===== src/rtl/rv32i_pkg.sv =====
// Shared RV32I front-end definitions: fetch FSM states, NOP encoding, reset vector
// and word-alignment helpers used by the fetch path and the PC register.
package rv32i_pkg;

  localparam logic [31:0] RV_RESET_VECTOR = 32'h8000_0000;
  localparam logic [31:0] RV_NOP_INSTR    = 32'h0000_0013;

  typedef enum logic [1:0] {
    FETCH  = 2'd0,
    VALID  = 2'd1,
    HALTED = 2'd2
  } fetch_state_e;

  function automatic logic [31:0] align_word(input logic [31:0] addr);
    return {addr[31:2], 2'b00};
  endfunction

  function automatic logic is_misaligned(input logic [31:0] addr);
    return |addr[1:0];
  endfunction

endpackage


===== src/rtl/redirect_pending.sv =====
// One-entry holding register for a redirect/trap target that arrives while a fetch
// is outstanding; merges new requests with the held one (trap beats redirect).
module redirect_pending
  import rv32i_pkg::*;
(
  input  logic        clk,
  input  logic        rst_n,
  input  logic        active,
  input  logic        imem_ack,
  input  logic        redirect_valid,
  input  logic [31:0] redirect_target,
  input  logic        trap_valid,
  input  logic [31:0] trap_vector,
  output logic        target_valid,
  output logic [31:0] target,
  output logic        accept,
  output logic        accept_misaligned
);

  logic        pend_valid_q;
  logic        pend_trap_q;
  logic [31:0] pend_target_q;
  logic        take_redirect;
  logic [31:0] new_raw;

  // A held trap must not be displaced by a later plain redirect.
  assign take_redirect     = redirect_valid & ~(pend_valid_q & pend_trap_q);
  assign accept            = active & (trap_valid | take_redirect);
  assign new_raw           = trap_valid ? trap_vector : redirect_target;
  assign accept_misaligned = accept & is_misaligned(new_raw);
  assign target_valid      = accept | pend_valid_q;
  assign target            = accept ? align_word(new_raw) : pend_target_q;

  always_ff @(posedge clk) begin
    if (!rst_n) begin
      pend_valid_q <= 1'b0;
      pend_trap_q  <= 1'b0;
    end else if (active) begin
      if (imem_ack) begin
        pend_valid_q <= 1'b0;
        pend_trap_q  <= 1'b0;
      end else if (accept) begin
        pend_valid_q <= 1'b1;
        pend_trap_q  <= trap_valid;
      end
    end
  end

  // NOTE: the target word needs no reset; it is never read while pend_valid_q is clear.
  always_ff @(posedge clk) begin
    if (active && !imem_ack && accept) begin
      pend_target_q <= align_word(new_raw);
    end
  end

endmodule


===== src/rtl/fetch_sequencer.sv =====
// Front-end controller: drives the PC register's next value, runs the imem req/ack
// handshake and hands one instruction at a time to decode.
module fetch_sequencer
  import rv32i_pkg::*;
#(
  parameter logic [31:0] RESET_VECTOR = RV_RESET_VECTOR,
  parameter logic [31:0] NOP_INSTR    = RV_NOP_INSTR
) (
  input  logic        clk,
  input  logic        rst_n,
  input  logic [31:0] pc_q,
  input  logic [31:0] pc_plus4,
  output logic [31:0] pc_next,
  output logic        imem_req,
  output logic [31:0] imem_addr,
  input  logic        imem_ack,
  input  logic [31:0] imem_rdata,
  output logic        instr_valid,
  output logic [31:0] instr,
  output logic [31:0] instr_pc,
  input  logic        instr_ready,
  input  logic        redirect_valid,
  input  logic [31:0] redirect_target,
  input  logic        trap_valid,
  input  logic [31:0] trap_vector,
  input  logic        halt,
  output logic        align_err
);

  fetch_state_e state_q, state_d;
  logic [31:0]  instr_q, instr_pc_q;
  logic         load_instr, drop_instr;
  logic         fetch_active;
  logic         pend_hit, pend_accept, pend_misaligned;
  logic [31:0]  pend_target;
  logic [31:0]  sel_target;

  assign fetch_active = (state_q == FETCH);

  redirect_pending u_pending (
    .clk               (clk),
    .rst_n             (rst_n),
    .active            (fetch_active),
    .imem_ack          (imem_ack),
    .redirect_valid    (redirect_valid),
    .redirect_target   (redirect_target),
    .trap_valid        (trap_valid),
    .trap_vector       (trap_vector),
    .target_valid      (pend_hit),
    .target            (pend_target),
    .accept            (pend_accept),
    .accept_misaligned (pend_misaligned)
  );

  always_comb begin
    // NOTE: every signal written here gets a default first so no path infers a latch.
    state_d    = state_q;
    pc_next    = pc_q;
    imem_req   = 1'b0;
    align_err  = 1'b0;
    load_instr = 1'b0;
    drop_instr = 1'b0;
    sel_target = trap_valid ? trap_vector : redirect_target;

    case (state_q)
      FETCH: begin
        imem_req  = 1'b1;
        align_err = pend_accept & pend_misaligned;
        if (imem_ack) begin
          // A response racing a redirect belongs to the abandoned path.
          if (pend_hit) begin
            pc_next = pend_target;
          end else begin
            load_instr = 1'b1;
            state_d    = VALID;
          end
        end
      end
      VALID: begin
        if (trap_valid || redirect_valid) begin
          pc_next    = align_word(sel_target);
          align_err  = is_misaligned(sel_target);
          drop_instr = 1'b1;
          state_d    = FETCH;
        end else if (instr_ready) begin
          pc_next    = pc_plus4;
          drop_instr = 1'b1;
          state_d    = halt ? HALTED : FETCH;
        end
      end
      default: ;
    endcase

    if (!rst_n) begin
      pc_next   = RESET_VECTOR;
      imem_req  = 1'b0;
      align_err = 1'b0;
    end
  end

  always_ff @(posedge clk) begin
    // NOTE: sequential state is updated with non-blocking assignments only.
    if (!rst_n) begin
      state_q    <= FETCH;
      instr_q    <= NOP_INSTR;
      instr_pc_q <= '0;
    end else begin
      state_q <= state_d;
      if (load_instr) begin
        instr_q    <= imem_rdata;
        instr_pc_q <= pc_q;
      end else if (drop_instr) begin
        instr_q <= NOP_INSTR;
      end
    end
  end

  assign imem_addr   = pc_q;
  assign instr_valid = (state_q == VALID);
  assign instr       = instr_q;
  assign instr_pc    = instr_pc_q;

endmodule


===== config.mk =====
export PLATFORM = sky130hd
export DESIGN_NAME = fetch_sequencer
export DESIGN_NICKNAME = d
export VERILOG_FILES = /design/src/rtl/rv32i_pkg.sv /design/src/rtl/redirect_pending.sv /design/src/rtl/fetch_sequencer.sv
export SDC_FILE = /design/constraint.sdc
export NUM_CORES = 1
export LEC_CHECK = 0
export BUFFER_PORTS_ARGS = -buffer_cell sky130_fd_sc_hd__buf_2
export CAP_MARGIN = 20
export CORE_MARGIN = 5
export CORE_UTILIZATION = 46
export CTS_CLUSTER_DIAMETER = 100
export DETAILED_ROUTE_END_ITERATION = 10
export PLACE_DENSITY = 0.82
export SETUP_SLACK_MARGIN = 0.05
export SLEW_MARGIN = 10
export SYNTH_ARGS = -nofsm -noshare
export SYNTH_HDL_FRONTEND = slang
export SYNTH_SLANG_ARGS = --single-unit

===== constraint.sdc =====
create_clock -name clk -period 3.6 [get_ports clk]
set_clock_uncertainty 0.15 [all_clocks]
set_input_delay 0.54 -clock clk [delete_from_list [all_inputs] [get_ports clk]]
set_output_delay 0.54 -clock clk [all_outputs]
set_load 0.01 [all_outputs]

* After elaboration in Yosys (flattened, before gate mapping)
Index checks and enable logic that the tools add are counted.
Word-level totals: register bits after elaboration 98, latch bits 0, bits in writable memories 0, memory bits (read-only) 0, bits of input ports 167, output and inout bits 131, word-level logic and storage cells 60, memories kept 0
Cells by class: add/sub/neg operators 0, $mul 0, div/mod/pow operators 0, order comparisons 0, equality and inequality tests 4, shifts and indexed selects 0, mux-type cells 31, bitwise logic cells 8, reductions and logical operators 11
Operators by type and width (number):
- 32-bit two-way mux | 9
- 32-bit case mux with 2 select lines | 1
- 1-bit two-way mux | 14
- 2-bit two-way mux | 5
- 2-bit nonzero test | 3
- 1-bit bitwise AND | 5
- 2-bit inequality test, second input constant | 2
- 2-bit case mux with 2 select lines | 1
- 4-bit AND reduction | 1
- 3-bit by 1-bit inequality test with 1-bit output, second input constant | 1
- 2-bit by 1-bit equality test with 1-bit output, second input constant | 1
- 1-bit logical AND | 2
- 2-bit zero test | 1
- 1-bit OR | 2
- 1-bit case mux with 2 select lines | 1
- 2-bit AND reduction | 1
- 2-bit OR reduction | 1
- 1-bit zero test | 1
- 1-bit logical OR | 1
- 1-bit NOT | 1

* Logic depth before layout (Yosys ltp)
depth in word-level cells 10, gate-level depth with buffers 8, depth with buffers taken out 4

* Modules after synthesis
From an unflattened synthesis, not the netlist that was laid out.
Second synthesis, totals: cell total of the unflattened synthesis 652, area total of the unflattened synthesis 6064.6 µm²
Modules (own cells, without submodules):
- fetch_sequencer | instances 1, cells an instance 534, area each 4115.2 µm², seq. area each 1321.3 µm²
- redirect_pending | instances 1, cells an instance 118, area each 1949.4 µm², seq. area each 940.9 µm²

* Worst setup path after synthesis
No wires, ideal clock.
path type input-to-reg, from input redirect_valid, to register u_pending.pend_target_q[10] (enable), library setup time 0.417 ns, arrival time 2.240 ns, required time 3.033 ns, setup slack 0.793 ns, stages 3, buffers on the path 0, cells stage by stage a21bo_2 > a21o_1 > nor2_1
On the way: longest elaborated chain between the ends 4
Ends and longest elaborated chain:
- from (decl) | RTL line fetch_sequencer.sv:22 | input logic redirect_valid,
- 1-bit bitwise AND | RTL line redirect_pending.sv:27 | assign take_redirect = redirect_valid & ~(pend_valid_q & pend_trap_q);
- 1-bit OR | RTL line redirect_pending.sv:28 | assign accept = active & (trap_valid | take_redirect);
- 1-bit bitwise AND | RTL line redirect_pending.sv:28
- 1-bit logical AND | RTL line redirect_pending.sv:51 | if (active && !imem_ack && accept) begin
- to (signal assigned) | RTL line redirect_pending.sv:52 | pend_target_q <= align_word(new_raw);
- to (decl) | RTL line redirect_pending.sv:22 | logic [31:0] pend_target_q;
No other way between the ends. A chain may end at the register's enable or synchronous reset.

* Worst setup path after layout
from input trap_valid, to output pc_next[30]
On the way: longest elaborated chain between the ends 7, elaborated cells between the ends (all ways) 11, those cells by class mux: 7; bitwise: 3; reduce/logical: 1
Ends and longest elaborated chain:
- from (decl) | RTL line fetch_sequencer.sv:24 | input logic trap_valid,
- 1-bit OR | RTL line redirect_pending.sv:28
- 1-bit bitwise AND | RTL line redirect_pending.sv:28
- 32-bit two-way mux or 1-bit OR (tied branches) | RTL line redirect_pending.sv:32, redirect_pending.sv:31
- 32-bit two-way mux | RTL line fetch_sequencer.sv:71 | if (pend_hit) begin
- 32-bit two-way mux | RTL line fetch_sequencer.sv:69 | if (imem_ack) begin
- 32-bit case mux with 2 select lines (*) | RTL line fetch_sequencer.sv:65 | case (state_q)
- 32-bit two-way mux (*) | RTL line fetch_sequencer.sv:94 | if (!rst_n) begin
- to (decl) | RTL line fetch_sequencer.sv:13 | output logic [31:0] pc_next,
Mark *: on every way between the ends. The rest lies on a longest branch, timed or not.

==> reports/results.ini <==
[sta]
worst_pin_slew_ns = 0.9487
setup_viol = 0
setup_ws_ns = 0.4612
hold_viol = 0
fin_crit_sh_pct = 87.19
setup_tns_ns = 0
whs_ns = 0.2603
max_freq_mhz = 318.6
finalCriticalPeriod_ns = 3.139
rsz0062_at_grt = no
slew_violations = 0
max_slew_margin_pct = 36.72

[die]
start_util_pct = 46.47
die-area_um2 = 14330
die_w_um = 119.7
coreArea_um2 = 11910
io_pins = 298
chipHeight_um = 119.7
rows = 40

[yosys]
ys_warn_count = 0
syn_avg_cell_area_um2 = 10.06
syn_inst = 550
syn_nets = 717
yosysUniqueCellTypes = 44
seq_area_frac_synth_pct = 40.87
synth_edf_count = 30
syn_area_um2 = 5535
synth_seq_cells = 98
synth-main-ff-cell = dfxtp_1
async_reset_ff_share_pct = 0

[detailed_routing]
ant_nets = 0
drc = 0
wl_um = 18300
avgRoutedWirePerCell_um = 19.36
drt-initial-drc-count = 368
firstDrtPassIters = 5
vias_per_cell = 5.689
via_count = 5376

[critical_path]
reg2regPathDepth = 5
timing.rr.start = state_q[1]
critPathKind = input pin to output port
end_kind = output port
critical_path.max_fanout = 30
critPathRequiredTime_ns = 2.91
r2r_end = instr_pc[9]
cp-start-kind = input pin
worst-r2r-setup-slack_ns = 1.35
worst_ep_arrival_time_ns = 2.45

[cts]
cts.clk_slew.worst_paths_ns = 0.08
postCtsSetupRepairBufs = 0
htree_levels = 3
clkLatencyLatePin_ns = 0.34
holdBufCountCts = 0
cts_tree = yes
cts-root-buf = clkbuf_16
cts_sinks = 98
cts_buffers = 9
cts_resized = 0
cts_buffer_depth = 2

[global_routing]
grt_start_max_net_pins = 39
first_global_vias = 5217
antenna_found_initial = 0
grt_pass1_wl_um = 27760
grt_overflow = 0
track_usage_pct = 24.18

[hold_path]
whs_path_depth = 2
hold_start = imem_rdata[14]
hold_class = input pin to register
holdPathEnd = instr[14]

[layout]
syn_to_final_growth_pct = 30.00
final_util_pct = 60.41
layout.nets = 960
final_cell_count_no_fill = 945
antenna_cells = 0
layout-drive-gt1-share_pct = 50.00
final_cell_area_um2 = 7196

[power_and_ir_drop]
power_mw = 2.775
leakage_nw = 3.210
cellPowerDensity_nw_per_um2 = 385.6
vdd_drop_max_mv = 0.2880

[placed_design]
dpl_cell_area_um2 = 6877
dp.cells = 929
preCtsSetupSlack_ns = 0.4462
port_buffers = 297
gp_congestion = 0.8135
hpwl_um = 13430

[run_status]
status = complete, no violations

[run]
maxCapViolCount = 0

[final cells by class]
| type | count | area, um2 |
|---|---|---|
| fill | 1077 | 4716 |
| multi-input combinational | 360 | 2771 |
| sequential | 98 | 2262 |
| timing repair buffer | 316 | 1629 |
| clock buffer | 9 | 225.2 |
| tap | 147 | 183.9 |
| clock inverter | 7 | 93.84 |
| inverter | 8 | 30.03 |
[report_power, final]
group / internal [mW] / switching [mW]
combinational: 0.258 / 0.288
clock: 0.560 / 0.457
sequential: 1.19 / 0.0197
total: 2.01 / 0.765
[state kept, by name, indices dropped and copies added (netlist names)]
signal,flops
instr_pc,32
u_pending.pend_trap_q,1
u_pending.pend_valid_q,1
state_q,2
instr,32
u_pending.pend_target_q,30
[worst max path at each step]
stage / from / to / slack (ns) / cells past startpoint
4_1_cts: trap_valid / pc_next[30] / 0.44 / 6
5_1_grt: trap_valid / pc_next[30] / 0.33 / 6
3_3_place_gp: trap_valid / pc_next[30] / 0.47 / 6
6_report: trap_valid / pc_next[30] / 0.46 / 6
2_1_floorplan: redirect_valid / u_pending.pend_target_q[10] / 0.79 / 3
3_5_place_dp: trap_valid / pc_next[30] / 0.45 / 6
[Yosys cell counts, types with 3 or more instances]
| cell | number | area (um2) |
|---|---|---|
| o2bb2ai_1 | 30 | 262.8 |
| buf_4 | 34 | 255.2 |
| a22oi_1 | 30 | 225.2 |
| edfxtp_1 | 30 | 900.9 |
| a21oi_1 | 5 | 25.02 |
| nor2_1 | 5 | 18.77 |
| a21boi_0 | 33 | 247.7 |
| clkbuf_1 | 22 | 82.58 |
| inv_1 | 8 | 30.03 |
| o221a_2 | 29 | 326.6 |
| a22o_1 | 30 | 262.8 |
| o211ai_1 | 3 | 22.52 |
| nand2_1 | 71 | 266.5 |
| o21ai_0 | 5 | 25.02 |
| buf_6 | 3 | 33.78 |
| mux2_2 | 30 | 337.8 |
| buf_2 | 24 | 120.1 |
| nand2b_1 | 29 | 181.4 |
| a2bb2oi_1 | 3 | 26.28 |
| dfxtp_1 | 68 | 1361 |
| a221o_1 | 29 | 290.3 |
[critical path, stage by stage]
cell,delay [ns]
buf_2,0.20
inv_1,0.24
o2111ai_4,0.52
o221a_2,0.44
a221o_1,0.34
buf_2,0.15
[metal layers]
metal / up-vias / part of all wire, % / GRT usage [%]
li1: 2571 / - / -
met1: 2536 / 42 / 30.83
met2: 251 / 50 / 41.67
met3: 18 / 7.0 / 5.184
met4: 0 / 1.4 / 6.228
met5: - / 0 / 0
[cells in the final DEF, fill, tap and decap left out, types with 8 or more instances in the layout]
cell,instances
buf_4,19
buf_2,297
a221o_1,29
edfxtp_1,30
nand2b_1,29
a22oi_1,30
mux2_2,30
a21boi_0,33
nand2_1,71
a22o_1,30
clkbuf_16,9
dfxtp_1,68
o221a_2,29
inv_1,8
o2bb2ai_1,30
[logic make-up (layout without fill, tap and decap cells)]
family                 count (synthesis)  count (layout)  share of synthesized area, %
AO/OA/AOI/OAI                        209             209                         32.87
AND/OR/NAND/NOR                      120             120                         10.19
flip-flops                            98              98                         40.87
buffers and inverters                 92             340                         9.788
multiplexers                          31              31                         6.284
Power figures use the tool's default switching activity.
